### config.mk
export PLATFORM = sky130hd
export DESIGN_NAME = alu_arb_flat
export DESIGN_NICKNAME = d
export VERILOG_FILES = /design/src/rtl/alu_arb_if.sv /design/src/rtl/alu_arb.sv /design/src/flat_wrapper.sv
export SDC_FILE = /design/constraint.sdc
export NUM_CORES = 1
export LEC_CHECK = 0
export CORE_UTILIZATION = 42
export DETAILED_ROUTE_END_ITERATION = 10
export GPL_TIMING_DRIVEN = 0
export PLACE_DENSITY = 0.88
export SYNTH_ARGS = -nofsm -noshare
export SYNTH_HDL_FRONTEND = slang
export SYNTH_SLANG_ARGS = --single-unit
export TNS_END_PERCENT = 10
### constraint.sdc
create_clock -name clk -period 5.1 [get_ports clk]
set_clock_uncertainty 0.05 [all_clocks]
set_input_delay 1.53 -clock clk [delete_from_list [all_inputs] [get_ports clk]]
set_output_delay 1.53 -clock clk [all_outputs]
set_load 0.01 [all_outputs]
### src/rtl/alu_arb_if.sv
// Bundle of every request, ALU and response signal around the ALU arbiter.
//   req0_*  : execute-stage requester (may update flags via req0_setflags)
//   req1_*  : address-generator requester (never updates flags)
//   alu_*   : registered operands to the shared combinational ALU, and its result/flags
//   resp_*  : registered result, one-cycle valid pulse, requester id
//   apsr_*  : registered condition flags
// Modport slave is the arbiter; modport master is the environment (requesters + ALU).
interface alu_arb_if;
    logic        req0_valid;
    logic        req0_cin;
    logic        req0_setflags;
    logic [31:0] req0_src1;
    logic [31:0] req0_src2;
    logic [4:0]  req0_op;
    logic        req0_ready;

    logic        req1_valid;
    logic        req1_cin;
    logic [31:0] req1_src1;
    logic [31:0] req1_src2;
    logic [4:0]  req1_op;
    logic        req1_ready;

    logic [31:0] alu_src1;
    logic [31:0] alu_src2;
    logic        alu_cin;
    logic [4:0]  alu_op;
    logic [31:0] alu_result;
    logic        alu_n;
    logic        alu_z;
    logic        alu_c;
    logic        alu_v;

    logic        resp_valid;
    logic        resp_id;
    logic [31:0] resp_data;

    logic        apsr_n;
    logic        apsr_z;
    logic        apsr_c;
    logic        apsr_v;

    modport slave (
        input  req0_valid, req0_cin, req0_setflags, req0_src1, req0_src2, req0_op,
        output req0_ready,
        input  req1_valid, req1_cin, req1_src1, req1_src2, req1_op,
        output req1_ready,
        output alu_src1, alu_src2, alu_cin, alu_op,
        input  alu_result, alu_n, alu_z, alu_c, alu_v,
        output resp_valid, resp_id, resp_data,
        output apsr_n, apsr_z, apsr_c, apsr_v
    );

    modport master (
        output req0_valid, req0_cin, req0_setflags, req0_src1, req0_src2, req0_op,
        input  req0_ready,
        output req1_valid, req1_cin, req1_src1, req1_src2, req1_op,
        input  req1_ready,
        input  alu_src1, alu_src2, alu_cin, alu_op,
        output alu_result, alu_n, alu_z, alu_c, alu_v,
        input  resp_valid, resp_id, resp_data,
        input  apsr_n, apsr_z, apsr_c, apsr_v
    );
endinterface

### src/rtl/alu_arb.sv
// Two-requester arbiter in front of one shared combinational ALU.
// Requester 0 has priority, but requester 1 is forced through after
// STARVE_MAX consecutive req0 grants while it waits. Non-MUL ops complete one
// per cycle; MUL occupies the ALU for two cycles and stalls both requesters.
// Ports:
//   clk  : clock, all state on rising edge
//   rst  : synchronous active-high reset
//   bus  : alu_arb_if.slave (requests, ALU operands/results, response, flags)
module alu_arb #(
    parameter int STARVE_MAX = 4
) (
    input  logic      clk,
    input  logic      rst,
    alu_arb_if.slave  bus
);
    localparam logic [4:0] OP_MUL  = 5'd8;
    localparam logic [4:0] OP_SRC1 = 5'd9;
    localparam int CNT_W = (STARVE_MAX < 1) ? 1 : $clog2(STARVE_MAX + 1);
    localparam logic [CNT_W-1:0] CNT_MAX = CNT_W'(STARVE_MAX);

    typedef enum logic [1:0] {IDLE, EXEC, MULW} state_t;

    state_t           state_q, state_d;
    logic [CNT_W-1:0] starve_q, starve_d;

    logic [31:0] alu_src1_q, alu_src2_q;
    logic        alu_cin_q;
    logic [4:0]  alu_op_q;
    logic        setflags_q;
    logic        id_q;

    logic        resp_valid_q, resp_id_q;
    logic [31:0] resp_data_q;
    logic [3:0]  apsr_q;

    logic grant0, grant1, stall, acc0, acc1, accept, capture;

    // req1 wins only when req0 is absent or req1 has waited STARVE_MAX grants.
    assign grant1 = bus.req1_valid && (!bus.req0_valid || starve_q == CNT_MAX);
    assign grant0 = !grant1 && bus.req0_valid;

    // A MUL holds the ALU for its EXEC cycle and the following MULW cycle.
    assign stall  = (state_q == EXEC && alu_op_q == OP_MUL) || state_q == MULW;

    assign bus.req0_ready = grant0 && !stall && !rst;
    assign bus.req1_ready = grant1 && !stall && !rst;

    assign acc0    = bus.req0_valid && bus.req0_ready;
    assign acc1    = bus.req1_valid && bus.req1_ready;
    assign accept  = acc0 || acc1;
    assign capture = (state_q == EXEC && alu_op_q != OP_MUL) || state_q == MULW;

    always_comb begin
        state_d = state_q;
        case (state_q)
            IDLE:    state_d = accept ? EXEC : IDLE;
            EXEC:    state_d = (alu_op_q == OP_MUL) ? MULW : (accept ? EXEC : IDLE);
            MULW:    state_d = accept ? EXEC : IDLE;
            default: state_d = IDLE;
        endcase
    end

    // Counter tracks how many req0 grants in a row happened while req1 waited.
    always_comb begin
        starve_d = starve_q;
        if (!bus.req1_valid || acc1)
            starve_d = '0;
        else if (acc0 && starve_q != CNT_MAX)
            starve_d = starve_q + CNT_W'(1);
    end

    always_ff @(posedge clk) begin
        if (rst) begin
            state_q      <= IDLE;
            starve_q     <= '0;
            alu_src1_q   <= '0;
            alu_src2_q   <= '0;
            alu_cin_q    <= 1'b0;
            alu_op_q     <= OP_SRC1;
            setflags_q   <= 1'b0;
            id_q         <= 1'b0;
            resp_valid_q <= 1'b0;
            resp_id_q    <= 1'b0;
            resp_data_q  <= '0;
            apsr_q       <= '0;
        end else begin
            state_q      <= state_d;
            starve_q     <= starve_d;
            resp_valid_q <= capture;
            // Result of the held op is taken before the operand registers are
            // overwritten by a request accepted on the same edge.
            if (capture) begin
                resp_data_q <= bus.alu_result;
                resp_id_q   <= id_q;
                if (!id_q && setflags_q)
                    apsr_q <= {bus.alu_n, bus.alu_z, bus.alu_c, bus.alu_v};
            end
            if (accept) begin
                alu_src1_q <= acc1 ? bus.req1_src1 : bus.req0_src1;
                alu_src2_q <= acc1 ? bus.req1_src2 : bus.req0_src2;
                alu_cin_q  <= acc1 ? bus.req1_cin  : bus.req0_cin;
                alu_op_q   <= acc1 ? bus.req1_op   : bus.req0_op;
                setflags_q <= acc0 && bus.req0_setflags;
                id_q       <= acc1;
            end
        end
    end

    assign bus.alu_src1   = alu_src1_q;
    assign bus.alu_src2   = alu_src2_q;
    assign bus.alu_cin    = alu_cin_q;
    assign bus.alu_op     = alu_op_q;
    assign bus.resp_valid = resp_valid_q;
    assign bus.resp_id    = resp_id_q;
    assign bus.resp_data  = resp_data_q;
    assign bus.apsr_n     = apsr_q[3];
    assign bus.apsr_z     = apsr_q[2];
    assign bus.apsr_c     = apsr_q[1];
    assign bus.apsr_v     = apsr_q[0];
endmodule
### src/flat_wrapper.sv
// flat-port wrapper written by rule: the top's interface ports become plain ports
module alu_arb_flat 
#(
    parameter int STARVE_MAX = 4
)
  (clk, rst, bus_req0_valid, bus_req0_cin, bus_req0_setflags, bus_req0_src1, bus_req0_src2, bus_req0_op, bus_req0_ready, bus_req1_valid, bus_req1_cin, bus_req1_src1, bus_req1_src2, bus_req1_op, bus_req1_ready, bus_alu_src1, bus_alu_src2, bus_alu_cin, bus_alu_op, bus_alu_result, bus_alu_n, bus_alu_z, bus_alu_c, bus_alu_v, bus_resp_valid, bus_resp_id, bus_resp_data, bus_apsr_n, bus_apsr_z, bus_apsr_c, bus_apsr_v);
  alu_arb_if bus_i ();
  input  logic clk;
  input  logic rst;
  input wire logic [$bits(bus_i.req0_valid)-1:0] bus_req0_valid;
  input wire logic [$bits(bus_i.req0_cin)-1:0] bus_req0_cin;
  input wire logic [$bits(bus_i.req0_setflags)-1:0] bus_req0_setflags;
  input wire logic [$bits(bus_i.req0_src1)-1:0] bus_req0_src1;
  input wire logic [$bits(bus_i.req0_src2)-1:0] bus_req0_src2;
  input wire logic [$bits(bus_i.req0_op)-1:0] bus_req0_op;
  output wire logic [$bits(bus_i.req0_ready)-1:0] bus_req0_ready;
  input wire logic [$bits(bus_i.req1_valid)-1:0] bus_req1_valid;
  input wire logic [$bits(bus_i.req1_cin)-1:0] bus_req1_cin;
  input wire logic [$bits(bus_i.req1_src1)-1:0] bus_req1_src1;
  input wire logic [$bits(bus_i.req1_src2)-1:0] bus_req1_src2;
  input wire logic [$bits(bus_i.req1_op)-1:0] bus_req1_op;
  output wire logic [$bits(bus_i.req1_ready)-1:0] bus_req1_ready;
  output wire logic [$bits(bus_i.alu_src1)-1:0] bus_alu_src1;
  output wire logic [$bits(bus_i.alu_src2)-1:0] bus_alu_src2;
  output wire logic [$bits(bus_i.alu_cin)-1:0] bus_alu_cin;
  output wire logic [$bits(bus_i.alu_op)-1:0] bus_alu_op;
  input wire logic [$bits(bus_i.alu_result)-1:0] bus_alu_result;
  input wire logic [$bits(bus_i.alu_n)-1:0] bus_alu_n;
  input wire logic [$bits(bus_i.alu_z)-1:0] bus_alu_z;
  input wire logic [$bits(bus_i.alu_c)-1:0] bus_alu_c;
  input wire logic [$bits(bus_i.alu_v)-1:0] bus_alu_v;
  output wire logic [$bits(bus_i.resp_valid)-1:0] bus_resp_valid;
  output wire logic [$bits(bus_i.resp_id)-1:0] bus_resp_id;
  output wire logic [$bits(bus_i.resp_data)-1:0] bus_resp_data;
  output wire logic [$bits(bus_i.apsr_n)-1:0] bus_apsr_n;
  output wire logic [$bits(bus_i.apsr_z)-1:0] bus_apsr_z;
  output wire logic [$bits(bus_i.apsr_c)-1:0] bus_apsr_c;
  output wire logic [$bits(bus_i.apsr_v)-1:0] bus_apsr_v;
  assign bus_i.req0_valid = bus_req0_valid;
  assign bus_i.req0_cin = bus_req0_cin;
  assign bus_i.req0_setflags = bus_req0_setflags;
  assign bus_i.req0_src1 = bus_req0_src1;
  assign bus_i.req0_src2 = bus_req0_src2;
  assign bus_i.req0_op = bus_req0_op;
  assign bus_req0_ready = bus_i.req0_ready;
  assign bus_i.req1_valid = bus_req1_valid;
  assign bus_i.req1_cin = bus_req1_cin;
  assign bus_i.req1_src1 = bus_req1_src1;
  assign bus_i.req1_src2 = bus_req1_src2;
  assign bus_i.req1_op = bus_req1_op;
  assign bus_req1_ready = bus_i.req1_ready;
  assign bus_alu_src1 = bus_i.alu_src1;
  assign bus_alu_src2 = bus_i.alu_src2;
  assign bus_alu_cin = bus_i.alu_cin;
  assign bus_alu_op = bus_i.alu_op;
  assign bus_i.alu_result = bus_alu_result;
  assign bus_i.alu_n = bus_alu_n;
  assign bus_i.alu_z = bus_alu_z;
  assign bus_i.alu_c = bus_alu_c;
  assign bus_i.alu_v = bus_alu_v;
  assign bus_resp_valid = bus_i.resp_valid;
  assign bus_resp_id = bus_i.resp_id;
  assign bus_resp_data = bus_i.resp_data;
  assign bus_apsr_n = bus_i.apsr_n;
  assign bus_apsr_z = bus_i.apsr_z;
  assign bus_apsr_c = bus_i.apsr_c;
  assign bus_apsr_v = bus_i.apsr_v;
  alu_arb #(.STARVE_MAX(STARVE_MAX)) u_core (.clk(clk), .rst(rst), .bus(bus_i));
endmodule
==> results.md <==
* Switch share at about a quarter
* Routed wire per std cell at ~18 microns
* Initial antenna violation count at 0
* Sequential fraction of the synthesis area at about 44%
* Largest family of logic cells by synthesized area: compound AO/OA/AOI/OAI gates
* Post-Syn Instances at 634
* Synth Flop Type: dfxtp_1
* Initial Utilization at 43.4%
* Clock network power share at around 41%
* Max H-tree Level at 4
* Tot Pwr at approximately 0.0027 W
* FP Rows at 40
* Synth Area in Simple Gates at a little over an eighth
* Post-Synth XOR/XNOR Area at 0%
* Mux share of post-synthesis cell area at 0.765%
* Startpoint Class: input port
* Nets at roughly 1100
* Post-synth ARST share at 0%
* Post-layout util at approximately three quarters
* # diodes at 0
* Routed Antenna Nets at 0
* R2r setup slk at 2.81 ns
* Hold Violations, Final at 0
* DP HPWL at 14600 microns
* Worst vdd ir at roughly 0.00018 V
* CP max stage delay at approximately 0.57 ns
* Status: finished, final reports clean
* Crit. End Element: output pin
* DRT Wirelength at 20100 microns
* Setup violations, final at 0
* Worst path cell trace: clkdlybuf4s50_1 > buf_2 > a211oi_2 > buf_6 > and3_1 > clkdlybuf4s50_1
* P_int at ~0.0020 W
* First DRT Iteration DRCs at approximately 520
* CP dominant cell by count: clkdlybuf4s50_1
* Unique masters post-synth at 40
* Io pins at around 290
* Gr usage total at between 30% and 40%
* Die Ht at 114 microns
* Global route overflow at 0
* Post-Syn Area per Cell at 8.26 sq um
* Fmax at between 200 and 250 MHz
* Cell area after synthesis at around 5200 sq um
* Slew HR at a little over two fifths
* Synth top area cells: dfxtp_1, a311oi_1, a21oi_1, nand3_1, o21ai_0
* Reg clk slew, reported paths at ~0.060 ns
* Largest net degree at the start of global routing at 19
* CTS tree: yes
* Sw Pwr at approximately 0.00073 W
* Slew Limit Fails at 0
* Post-synth top cells: dfxtp_1, a21oi_1, nand3_1
* Die area at roughly 13000 sq um
* Worst EP required at 3.52 ns
* First-pass GRT wire length at 30700 microns
* Post-Synth Adder-Cell Area at less than 1%
* P_leak at a little over 3 nW
* YS warnings at 0
* Post-Layout Inst Area at around 9000 sq um
* Dpl cell area at approximately 8300 sq um
* Vias at 6365
* Worst EP arrival at about 3.4 ns
* WS Path Type: input port to output pin
* CTS Buf Count at 17
* Count leader, synth: dfxtp_1
* Core area at roughly 12000 sq um
* Gpl congestion at 0.896
* Placed cells at between 1000 and 1500
* Sequential Power Share at a little under two fifths
* Tmin final at about 5.0 ns
* PortBufs at 290
* Layout overhead on the synthesized area at 70.2%
* CP max FO at 10
* Worst-Margin Slew at roughly 0.84 ns
* RSZ-0062 raised after global routing: false
* Sink Count at between 100 and 150
* Synth top area share at around 44%
* Post-synth net total at between 800 and 900
* Tcrit/Tclk final at 97.9%
* Post-synth EDFFs at 0
* CP max-delay cell: clkdlybuf4s50_1
* Final cell count without fillers at about 1100
* Die X at 114 microns
* Yosys reg bits at between 100 and 150
* Clk Tree Root Cell: clkbuf_16
* Cell taking the most area after synthesis: dfxtp_1
* Comb pwr share at 22.3%
* P per Cell Area at slightly above 300 nW/um^2
* Worst skew pair latency at ~0.40 ns
* MaxCap Viol Count at 0
* Max Root-Sink Buffers at 2
* Worst hold path type: flip-flop to flip-flop
* Via/cell ratio at around 5.7
* DRC viols at 0
* Vias in the first global route at just over 6000
* Synth Area in Compound Gates at around 34%
* DRT Pass-1 Iters at 5
* Share of cells above drive strength 1 at under 10%
==> sequential cells by signal, summed over array words and instances (netlist names) <==
| name | cells |
|---|---|
| u_core.bus.alu_src1 | 32 |
| u_core.bus.alu_src2 | 32 |
| u_core.bus.resp_data | 32 |
| u_core.bus.alu_op | 5 |
| u_core.apsr_q | 4 |
| u_core.starve_q | 3 |
| u_core.state_q | 2 |
| u_core.bus.alu_cin | 1 |
| u_core.bus.resp_id | 1 |
| u_core.bus.resp_valid | 1 |
| u_core.id_q | 1 |
| u_core.setflags_q | 1 |
==> layout by cell type (no fill, tap or decap), types with 6 or more instances in the layout <==
cell	n
clkbuf_2	6
buf_6	6
a311oi_1	68
buf_2	13
clkbuf_1	54
a21oi_1	107
dfxtp_1	115
o21ai_0	89
o21ai_1	16
clkdlybuf4s50_1	290
nand3_1	106
nand2_1	10
clkbuf_16	17
==> power groups by stage <==
| stage | Sequential (W) | Clock (W) | Combinational (W) |
|---|---|---|---|
| floorplan | 0.00106 | 0 | 0.000218 |
| global placement | 0.00103 | 0 | 0.000597 |
| detailed placement | 0.00104 | 0 | 0.000603 |
| CTS | 0.00102 | 0.00112 | 0.000607 |
| global route | 0.00103 | 0.00116 | 0.000657 |
| finish | 0.00102 | 0.00111 | 0.000611 |
==> layer usage <==
metal | wire (microns) | vias up | track usage [%]
li1 | - | 3025 | -
met1 | 7720 | 2957 | 34.1
met2 | 9870 | 329 | 52.8
met3 | 1790 | 54 | 9.94
met4 | 690 | 0 | 14.1
met5 | 0 | - | 0
==> what timing repair did <==
item,CTS,global route
hold buffers,0,0
endpoints found under the setup margin,2,2
resized for setup,0,5
setup buffers,0,1
pin swaps,0,1
==> logic make-up after synthesis <==
logic type / Yosys count
mux: 4
flops: 115
buf+inv: 84
simple gates: 135
fa+ha+maj: 2
compound gates: 294
==> worst max-delay path, delay by kind of cell <==
family	cells	cell delay, ns
buffers and inverters	4	1.39
AO/OA/AOI/OAI	1	0.28
AND/OR/NAND/NOR	1	0.20
==> cell type report <==
class,instances,area [sq um]
buffer,77,358
clock buffer,22,474
clock inverter,9,81.3
fill,964,3150
inverter,5,18.8
multi-input combinational,435,2550
sequential,115,2300
tap,168,210
timing repair buffer,291,2910
==> through the flow <==
| step | setup TNS, ns | setup slack (ns) | hold slack, ns |
|---|---|---|---|
| after floorplan | 0 | 1.03 | 0.399 |
| after global placement | -0.257 | -0.153 | 0.394 |
| after detailed placement | -0.280 | -0.196 | 0.401 |
| after CTS | -0.0887 | -0.0887 | 0.412 |
| after global routing | 0 | 0.0243 | 0.430 |
| final | 0 | 0.109 | 0.411 |
==> worst paths after layout <==
check | start | to | cells past startpoint
worst max-delay path | rst | bus_req0_ready | 6
worst min register to register | u_core.apsr_q[3] | u_core.apsr_q[3] | 2
worst max register to register | u_core.starve_q[0] | u_core.bus.alu_src1[2] | 7
worst min-delay path | u_core.apsr_q[3] | u_core.apsr_q[3] | 2
Power figures use the tool's default switching activity.
